**src/rtl/uart_pkg.sv**
```systemverilog
// Shared definitions for the UART packet transmitter.
//   - default baud divisor, byte width and sync byte
//   - byte-level FSM states (IDLE, SYNC, DATA, CSUM)
//   - bit-level FSM states (START, BITS, PARITY, STOP) plus an idle state
package uart_pkg;

    localparam int         CLOCKS_PER_PULSE_DEF = 10000;
    localparam int         BITS_PER_WORD_DEF    = 8;
    localparam logic [7:0] SYNC_BYTE_DEF        = 8'hA5;

    typedef enum logic [1:0] {
        ST_IDLE,
        ST_SYNC,
        ST_DATA,
        ST_CSUM
    } byte_state_t;

    typedef enum logic [2:0] {
        BIT_IDLE,
        BIT_START,
        BIT_BITS,
        BIT_PARITY,
        BIT_STOP
    } bit_state_t;

endpackage

```
**src/rtl/uart_byte_ser.sv**
```systemverilog
// UART byte serializer: start bit, data bits LSB first, optional even-parity
// bit, STOP_BITS stop bits. Every bit lasts CLOCKS_PER_PULSE cycles.
// Optional feature macro: UART_PKT_PARITY_EN (adds the parity bit).
//   clk, rstn : clock, asynchronous active-low reset
//   i_load    : load i_byte and start its frame (only while idle or on o_done)
//   i_byte    : byte to send
//   o_done    : high during the last cycle of the last stop bit
//   o_tx      : registered serial line, idle high
module uart_byte_ser
    import uart_pkg::*;
#(
    parameter int CLOCKS_PER_PULSE = CLOCKS_PER_PULSE_DEF,
    parameter int BITS_PER_WORD    = BITS_PER_WORD_DEF,
    parameter int STOP_BITS        = 1
) (
    input  logic                     clk,
    input  logic                     rstn,
    input  logic                     i_load,
    input  logic [BITS_PER_WORD-1:0] i_byte,
    output logic                     o_done,
    output logic                     o_tx
);

    localparam int BAUD_W = (CLOCKS_PER_PULSE > 1) ? $clog2(CLOCKS_PER_PULSE) : 1;
    localparam int BIT_W  = $clog2(BITS_PER_WORD + STOP_BITS + 1);

    bit_state_t                r_state;
    logic [BAUD_W-1:0]         r_baud;
    logic [BIT_W-1:0]          r_bit;
    logic [BITS_PER_WORD-1:0]  r_shreg;
    logic                      r_tx;
`ifdef UART_PKT_PARITY_EN
    logic                      r_par;
`endif

    logic w_baud_last;
    logic w_stop_last;

    assign w_baud_last = (r_baud == BAUD_W'(CLOCKS_PER_PULSE - 1));
    assign w_stop_last = (r_bit == BIT_W'(STOP_BITS - 1));
    // Combinational so the sequencer can load the next byte on the same edge
    // and keep frames back-to-back.
    assign o_done      = (r_state == BIT_STOP) && w_baud_last && w_stop_last;
    assign o_tx        = r_tx;

    always_ff @(posedge clk or negedge rstn) begin
        if (!rstn) begin
            r_state <= BIT_IDLE;
            r_baud  <= '0;
            r_bit   <= '0;
            r_shreg <= '0;
            r_tx    <= 1'b1;
`ifdef UART_PKT_PARITY_EN
            r_par   <= 1'b0;
`endif
        end else if (i_load) begin
            // Start bit goes onto the line right after the load edge.
            r_state <= BIT_START;
            r_baud  <= '0;
            r_bit   <= '0;
            r_shreg <= i_byte;
            r_tx    <= 1'b0;
`ifdef UART_PKT_PARITY_EN
            r_par   <= ^i_byte;
`endif
        end else if (r_state == BIT_IDLE) begin
            r_tx <= 1'b1;
        end else if (!w_baud_last) begin
            r_baud <= r_baud + 1'b1;
        end else begin
            r_baud <= '0;
            case (r_state)
                BIT_START: begin
                    r_state <= BIT_BITS;
                    r_bit   <= '0;
                    r_tx    <= r_shreg[0];
                    r_shreg <= r_shreg >> 1;
                end
                BIT_BITS: begin
                    if (r_bit == BIT_W'(BITS_PER_WORD - 1)) begin
                        r_bit <= '0;
`ifdef UART_PKT_PARITY_EN
                        r_state <= BIT_PARITY;
                        r_tx    <= r_par;
`else
                        r_state <= BIT_STOP;
                        r_tx    <= 1'b1;
`endif
                    end else begin
                        r_bit   <= r_bit + 1'b1;
                        r_tx    <= r_shreg[0];
                        r_shreg <= r_shreg >> 1;
                    end
                end
                BIT_PARITY: begin
                    r_state <= BIT_STOP;
                    r_bit   <= '0;
                    r_tx    <= 1'b1;
                end
                BIT_STOP: begin
                    if (w_stop_last) begin
                        r_state <= BIT_IDLE;
                        r_bit   <= '0;
                    end else begin
                        r_bit <= r_bit + 1'b1;
                    end
                    r_tx <= 1'b1;
                end
                default: begin
                    r_state <= BIT_IDLE;
                    r_tx    <= 1'b1;
                end
            endcase
        end
    end

endmodule

```
**src/rtl/uart_pkt_tx.sv**
```systemverilog
// Word-to-UART packet transmitter. Accepts one W_OUT-bit word per valid/ready
// handshake and sends SYNC_BYTE, the payload bytes LSB-byte first, then the
// byte-wide sum of the payload bytes.
// Optional feature macro: UART_PKT_PARITY_EN (even parity on every byte).
//   clk, rstn : clock, asynchronous active-low reset
//   s_valid   : upstream word valid
//   s_ready   : registered, high only in IDLE
//   s_data    : word to send, captured on acceptance
//   tx        : UART serial line, idle high
//   busy      : packet in progress (!s_ready)
module uart_pkt_tx
    import uart_pkg::*;
#(
    parameter int                     CLOCKS_PER_PULSE = CLOCKS_PER_PULSE_DEF,
    parameter int                     BITS_PER_WORD    = BITS_PER_WORD_DEF,
    parameter int                     W_OUT            = 32,
    parameter logic [BITS_PER_WORD-1:0] SYNC_BYTE      = BITS_PER_WORD'(SYNC_BYTE_DEF),
    parameter int                     STOP_BITS        = 1
) (
    input  logic             clk,
    input  logic             rstn,
    input  logic             s_valid,
    output logic             s_ready,
    input  logic [W_OUT-1:0] s_data,
    output logic             tx,
    output logic             busy
);

    localparam int NBYTES = W_OUT / BITS_PER_WORD;
    localparam int IDX_W  = (NBYTES > 1) ? $clog2(NBYTES) : 1;

    byte_state_t              r_state;
    logic                     r_s_ready;
    logic [W_OUT-1:0]         r_word;   // shifts down one byte per payload load
    logic [BITS_PER_WORD-1:0] r_csum;
    logic [IDX_W-1:0]         r_idx;    // payload byte currently on the line

    logic                     w_accept;
    logic                     w_done;
    logic                     w_load;
    logic                     w_last;
    logic [BITS_PER_WORD-1:0] w_byte;

    assign w_accept = s_valid && r_s_ready;
    assign w_last   = (r_idx == IDX_W'(NBYTES - 1));
    assign s_ready  = r_s_ready;
    assign busy     = !r_s_ready;

    // Next byte for the serializer, presented in the cycle its predecessor ends.
    always_comb begin
        w_load = 1'b0;
        w_byte = r_word[BITS_PER_WORD-1:0];
        case (r_state)
            ST_IDLE: begin
                w_load = w_accept;
                w_byte = SYNC_BYTE;
            end
            ST_SYNC: w_load = w_done;
            ST_DATA: begin
                w_load = w_done;
                // All payload bytes are already in r_csum once the last one is loaded.
                if (w_last) w_byte = r_csum;
            end
            default: w_load = 1'b0;
        endcase
    end

    always_ff @(posedge clk or negedge rstn) begin
        if (!rstn) begin
            r_state   <= ST_IDLE;
            r_s_ready <= 1'b1;
            r_word    <= '0;
            r_csum    <= '0;
            r_idx     <= '0;
        end else begin
            case (r_state)
                ST_IDLE: begin
                    if (w_accept) begin
                        r_word    <= s_data;
                        r_csum    <= '0;
                        r_idx     <= '0;
                        r_s_ready <= 1'b0;
                        r_state   <= ST_SYNC;
                    end
                end
                ST_SYNC: begin
                    if (w_done) begin
                        r_csum  <= r_csum + r_word[BITS_PER_WORD-1:0];
                        r_word  <= r_word >> BITS_PER_WORD;
                        r_state <= ST_DATA;
                    end
                end
                ST_DATA: begin
                    if (w_done) begin
                        if (w_last) begin
                            r_idx   <= '0;
                            r_state <= ST_CSUM;
                        end else begin
                            r_csum <= r_csum + r_word[BITS_PER_WORD-1:0];
                            r_word <= r_word >> BITS_PER_WORD;
                            r_idx  <= r_idx + 1'b1;
                        end
                    end
                end
                ST_CSUM: begin
                    if (w_done) begin
                        r_s_ready <= 1'b1;
                        r_state   <= ST_IDLE;
                    end
                end
                default: begin
                    r_s_ready <= 1'b1;
                    r_state   <= ST_IDLE;
                end
            endcase
        end
    end

    uart_byte_ser #(
        .CLOCKS_PER_PULSE (CLOCKS_PER_PULSE),
        .BITS_PER_WORD    (BITS_PER_WORD),
        .STOP_BITS        (STOP_BITS)
    ) u_ser (
        .clk    (clk),
        .rstn   (rstn),
        .i_load (w_load),
        .i_byte (w_byte),
        .o_done (w_done),
        .o_tx   (tx)
    );

endmodule

```
**config.mk**
```make
export PLATFORM = sky130hd
export DESIGN_NAME = uart_pkt_tx
export DESIGN_NICKNAME = d
export VERILOG_FILES = /design/src/rtl/uart_pkg.sv /design/src/rtl/uart_byte_ser.sv /design/src/rtl/uart_pkt_tx.sv
export SDC_FILE = /design/constraint.sdc
export NUM_CORES = 1
export LEC_CHECK = 0
export BUFFER_PORTS_ARGS = -buffer_cell sky130_fd_sc_hd__buf_2
export CAP_MARGIN = 20
export CORE_AREA = 2 2 92 94
export DETAILED_ROUTE_END_ITERATION = 16
export DIE_AREA = 0 0 94 96
export GPL_TIMING_DRIVEN = 0
export PLACE_DENSITY = 0.72
export SLEW_MARGIN = 20
export SYNTH_ARGS = -nofsm -noshare
export SYNTH_HDL_FRONTEND = slang
export SYNTH_SLANG_ARGS = --single-unit
export TNS_END_PERCENT = 20
```
**constraint.sdc**
```tcl
create_clock -name clk -period 3.1 [get_ports clk]
set_clock_uncertainty 0.2 [all_clocks]
set_input_delay 0.155 -clock clk [delete_from_list [all_inputs] [get_ports clk]]
set_output_delay 0.155 -clock clk [all_outputs]
set_load 0.1 [all_outputs]
```
==> flow_summary.ini, run 1 <==
[logic_synthesis]
synth-seq-area-share_pct = 43.8
synth_flop_cell = dfrtp_1
synth_area_leader_cell = dfrtp_1
synth_edf_count = 0
ys_warn_count = 0
synth_common_cells = dfrtp_1 (73), nand2_1 (70), o21ai_0 (45), mux2i_1 (42), nand3_1 (16)
yosysTopAreaCellShare_pct = 42.6
synth.area.top_cells = dfrtp_1 (43%), mux2i_1 (9.8%), nand2_1 (6.1%)
synth_seq_cells = 75
synth-async-reset-ratio_pct = 100
avgSynthCellArea_um2 = 9.48
synth_area_um2 = 4290
synthesis.nets = 503
yosysMostFrequentCell = dfrtp_1
syn_inst = 452
synth_cell_types = 56

[global_routing]
grt_pass1_wl_um = 17900
grt_use_total_pct = 25.6
grt_pass1_vias = 3610
grt_overflow = 0
grt_max_degree = 43
antenna_found_initial = 0

[worst_setup_path]
crit_buf_inv = 2
cpLargestDelayFamily = simple AND/OR/NAND/NOR gates
critical_path.endpoint_type = register
crit_chain = inv_1 -> ha_1 -> nor3b_1 -> nand4_1 -> o21ai_1 -> buf_2 -> nand3_1 -> nand2_1
start_kind = register
worstPathRequired_ps = 3200
slowest_stage = o21ai_1
cp_num_cells = 8
r2r_cells = 8
worstPathMaxFanout = 10
cp-startpoint = u_ser.r_bit[0]
criticalPathCategory = reg -> reg
r2r-start = u_ser.r_bit[0]
arrival_ps = 3000
max_stage_delay_ps = 670

[power]
p_leak_uw = 0.00246
p_clk_share_pct = 43.1
p_comb_share_pct = 4.4
irDropWorstVdd_v = 0.000249
fin_total_pwr_uw = 1860
power.switching_uw = 452
seqPwrFrac_pct = 52.5
power_density_nw_per_um2 = 360
p_int_uw = 1410
netSwitchingFraction_pct = 24.3

[route]
drtIter0Drc = 187
viasPerCell = 5.79
drt_wl_total_um = 10800
vias = 3735
wl_per_cell_um = 16.7
ant_nets = 0
drtPass1Iterations = 4
drcViolationCount = 0

[placement]
placed_cell_area_um2 = 4630
dpl.cell_count = 595
gp_congestion = 0.879
dp_hpwl_um = 7150
io_buffers = 37

[cells_and_area]
design_area_um2 = 5170
final_util_pct = 64.3
layout-drive-gt1-share_pct = 14.4
insertedDiodeCount = 0
fillCellCount = 687
syn_to_final_growth_pct = 20.7
final_cell_count_no_fill = 645
nets = 586

[clock_network]
cts_buffers = 9
cts_sinks = 75
cts_tree = done
htree_levels = 3
clk_path_buf_depth = 2
clkLatencyLatePin_ps = 360
cts_root_buffer = clkbuf_8
clk_pin_slew_worst_paths_ps = 90
post_cts_resized = 0

[floorplanning]
io_pins = 38
dieArea_um2 = 9020
start_util_pct = 53.2
die_h_um = 96
core_area_um2 = 8050
die_x_um = 94
num_rows = 33

[timing]
max_freq_ghz = 0.346
relSlewSlack_pct = 37.0
period_share_pct = 93.4
fin_crit_ps = 2890
worst-slew-pin-transition_ps = 938
tns_ps = 0
finalHoldViolations = 0
slew_viol_final = 0
setup_viol = 0
rsz0062_at_grt = no

[min_path]
hp-class = in -> async

[run_status]
outcome = finished clean

[run]
maxCapViolCount = 0
==> what timing repair did <==
item	in CTS	in global routing
buffers inserted	0	0
hold buffers	34	0
hold endpoints to repair	108	0
==> worst register-to-register path, cell delays in order (launching register included) <==
cell and delay, ps:
dfrtp_1 420, inv_1 90, ha_1 130, nor3b_1 500, nand4_1 240, o21ai_1 670
buf_2 370, nand3_1 110, nand2_1 100
==> flip-flops by register name (all words and copies together) (netlist names) <==
signal / cells
r_word: 32
u_ser.r_baud: 14
r_csum: 8
u_ser.r_shreg: 8
u_ser.r_bit: 4
u_ser.r_state: 3
r_idx: 2
r_state: 2
s_ready: 1
u_ser.o_tx: 1
==> stage by stage <==
stage | worst slack, ps | hold slack [ps]
3_3_place_gp | 319 | 186
4_1_cts | 280 | 87.9
3_5_place_dp | 342 | -52.4
6_report | 206 | 86.8
5_1_grt | 34.0 | 119
2_1_floorplan | 764 | -341
==> area by class of cell <==
class	count	area [um^2]	share of cell area, %
tap	105	131	2.54
multi-input combinational	340	2240	43.4
buffer	23	111	2.15
clock buffer	9	124	2.39
inverter	14	52.6	1.02
sequential	75	1880	36.3
clock inverter	7	83.8	1.62
timing repair buffer	72	548	10.6
==> power groups by stage <==
stage          clock network, uW  registers [uW]  logic (uW)
4_1_cts                      822             977        79.7
2_1_floorplan                  0             997        1.42
6_report                     803             977        81.9
3_3_place_gp                   0             997        43.1
5_1_grt                      863             978        89.9
3_5_place_dp                   0             997        47.6
==> path summary, 6_finish.rpt <==
check / endpoint / slack, ps
max: r_csum[0] / 210
min: u_ser.r_baud[13] / 90
max reg2reg: r_csum[0] / 210
min reg2reg: r_word[31] / 270
max in group asynchronous: u_ser.r_baud[3] / 2030
min in group clk: r_word[31] / 270
==> metal layers <==
layer  routed length, um  global-route usage, %  up-vias  part of all wire (%)
li1                    -                      -     1792                     -
met1                4790                   32.2     1840                    45
met2                5360                   44.5       91                    50
met3                 465                   5.64       12                   4.3
met4                 142                   7.37        0                   1.3
met5                   0                      0        -                     0
==> cell families (layout without fill, tap and decap cells) <==
kind of cell | Yosys count | count (layout) | share of synthesized area, %
compound gates | 99 | 99 | 14.4
simple gates | 172 | 172 | 20.7
fa+ha+maj | 16 | 16 | 4.85
mux | 47 | 47 | 11.1
buf+inv | 37 | 125 | 3.82
flops | 75 | 75 | 43.8
xor+xnor | 6 | 6 | 1.23
==> placed cells by master, fill, tap and decap left out, drive strengths merged, types with 2 or more instances in the layout <==
| master | n |
|---|---|
| a211oi | 4 |
| a21o | 2 |
| a21oi | 13 |
| a22o | 9 |
| a22oi | 3 |
| a31oi | 3 |
| and2 | 2 |
| and3 | 6 |
| buf | 46 |
| clkbuf | 24 |
| clkinv | 2 |
| dfrtp | 73 |
| dfstp | 2 |
| dlygate4sd3 | 34 |
| ha | 15 |
| inv | 17 |
| mux2 | 5 |
| mux2i | 42 |
| nand2 | 70 |
| nand2b | 3 |
| nand3 | 16 |
| nand3b | 11 |
| nand4 | 6 |
| nor2 | 15 |
| nor2b | 9 |
| nor3 | 15 |
| nor3b | 3 |
| nor4 | 2 |
| nor4b | 3 |
| o211ai | 4 |
| o21a | 4 |
| o21ai | 47 |
| o21bai | 2 |
| or2 | 2 |
| or3 | 4 |
| xnor2 | 3 |
| xor2 | 3 |
Note: power is estimated with default switching activity, not from simulation.
==> run 2, diff against run 1 <==
- BUFFER_PORTS_ARGS: -buffer_cell sky130_fd_sc_hd__buf_2 -> default
- DONT_BUFFER_PORTS: default -> 1
- PLACE_DENSITY: 0.72 -> 0.68
==> run 2 against run 1 <==
Compared with the run above: flip-flop and latch count is the same; register-to-register slack is essentially flat; hold slack lost 20 ps; maximum frequency shrank 0.22%; global-route usage shrank 1.3 points; wire length shrank 7.1%; worst setup slack lost 6.5 ps; clock power grew 9.6%; sequential power is essentially flat; highest routed layer unchanged.
==> flow_summary.ini, run 2 (same netlist as run 1, synthesis figures left out) <==
[run_status]
outcome = finished clean

[route]
drtIter0Drc = 188
drt_wl_total_um = 10000
drcViolationCount = 0
drtPass1Iterations = 5
viasPerCell = 5.81
wl_per_cell_um = 16.4
vias = 3533
ant_nets = 0

[timing]
fin_crit_ps = 2900
period_share_pct = 93.6
holdWs_ps = 67.3
tns_ps = 0
rsz0062_at_grt = no
worst-slew-pin-transition_ps = 978
slew_viol_final = 0
finalHoldViolations = 0
relSlewSlack_pct = 34.3
max_freq_ghz = 0.345
setup_viol = 0

[clock_network]
cts_buffers = 9
post_cts_buffers = 0
htree_levels = 3
clk_pin_slew_worst_paths_ps = 80
cts_sinks = 75
clkLatencyLatePin_ps = 360
clk_path_buf_depth = 2
post_cts_resized = 0
cts_root_buffer = clkbuf_8
cts_tree = done

[worst_setup_path]
max_stage_delay_ps = 690
r2r_end = r_csum[2]
r2r-start = u_ser.r_bit[0]
slowest_stage = o21ai_1
crit_buf_inv = 2
crit_chain = inv_1 -> ha_1 -> nor3b_1 -> nand4_1 -> o21ai_1 -> buf_2 -> nand3_1 -> nand2_1
critical_path.endpoint_type = register
cp_num_cells = 8
cpLargestDelayFamily = simple AND/OR/NAND/NOR gates
worstPathRequired_ps = 3190
cp-startpoint = u_ser.r_bit[0]
criticalPathCategory = reg -> reg
crit_path_end = r_csum[2]
start_kind = register
worstPathMaxFanout = 10
rrSetupSlack_ps = 200
r2r_cells = 8
arrival_ps = 2990

[cells_and_area]
largest-register = r_word
fillCellCount = 673
mostFrequentLayoutCells = dfrtp_1 (73), nand2_1 (70), o21ai_0 (45), mux2i_1 (42), dlygate4sd3_1 (34)
design_area_um2 = 5020
largestRegisters = r_word x32, u_ser.r_baud x14
syn_to_final_growth_pct = 17.1
insertedDiodeCount = 0
layout-drive-gt1-share_pct = 8.15
final_cell_count_no_fill = 608
final_common_cell = dfrtp_1
largest_reg_flops = 32
nets = 549

[floorplanning]
num_rows = 33
die_h_um = 96
start_util_pct = 53.2
dieArea_um2 = 9020
die_x_um = 94
io_pins = 38
core_area_um2 = 8050

[placement]
gp_congestion = 0.853
placed_cell_area_um2 = 4420
io_buffers = 0
dpl.cell_count = 557
dp_hpwl_um = 6760

[power]
power_density_nw_per_um2 = 382
irDropWorstVdd_v = 0.000219
p_leak_uw = 0.00233
fin_total_pwr_uw = 1920

[global_routing]
antenna_found_initial = 0
met1_usage_pct = 30.8
grt_pass1_vias = 3530
grtUsageMet2_pct = 40.8
grt_pass1_wl_um = 16900
grt_overflow = 0
gr-max-usage-layer = met2
grt_max_degree = 76
globalRouteMet3Util_pct = 3.76
grt_use_total_pct = 24.3

[min_path]
hp-class = in -> reg

[run]
maxCapViolCount = 0
## run 2: changes by cell type in the layout (fill, tap and decap cells not counted), sizes merged
cell,before,now
buf,46,9
bufinv,1,2
inv,17,16
clkinvlp,1,0
clkbuf,24,25
## run 2: worst min-delay path by stage
stage          startpoint               end  cells after the start
5_1_grt           s_valid  u_ser.r_shreg[0]                      3
2_1_floorplan        rstn         r_csum[0]                      0
6_report          s_valid  u_ser.r_shreg[1]                      3
4_1_cts           s_valid  u_ser.r_shreg[1]                      3
3_3_place_gp         rstn   u_ser.r_baud[5]                      0
3_5_place_dp         rstn  u_ser.r_baud[13]                      0
## run 2: metal layers
layer	wire length, um	part of all wire (%)
met1	4670	47
met2	4720	47
met3	350	3.5
met4	253	2.5
met5	0	0
## run 2: area by class of cell
| cell class | instances | area [um^2] | area share, % |
|---|---|---|---|
| buffer | 23 | 111 | 2.22 |
| clock buffer | 10 | 138 | 2.74 |
| clock inverter | 6 | 95.1 | 1.89 |
| inverter | 14 | 52.6 | 1.05 |
| multi-input combinational | 340 | 2240 | 44.7 |
| sequential | 75 | 1880 | 37.4 |
| tap | 105 | 131 | 2.62 |
| timing repair buffer | 35 | 368 | 7.33 |
## run 2: through the flow
| step | worst slack, ps | util, % |
|---|---|---|
| final | 199 | 62.3 |
| after global routing | 29.6 | 62.3 |
| after CTS | 219 | 62.3 |
| after detailed placement | 253 | 54.9 |
| after global placement | 290 | 54.9 |
| after floorplan | 764 | - |
## run 2: worst register-to-register path: cells and delay by family, from the launching register on
| family | cells | cell delay, ps |
|---|---|---|
| simple gates | 4 | 910 |
| flops | 1 | 410 |
| buf+inv | 2 | 480 |
| compound gates | 1 | 690 |
| fa+ha+maj | 1 | 140 |
## run 2: timing repair
action	CTS	global route
hold buffers	35	0
hold endpoints to repair	108	0
endpoints found under the setup margin	0	0
## run 2: power by group
part	switching [uW]	internal (uW)	leakage (uW)	total, uW
Clock	396	484	0.000117	880
Sequential	0	977	0.000943	977
Combinational	26.6	33.3	0.00127	59.9
Total	423	1490	0.00233	1920
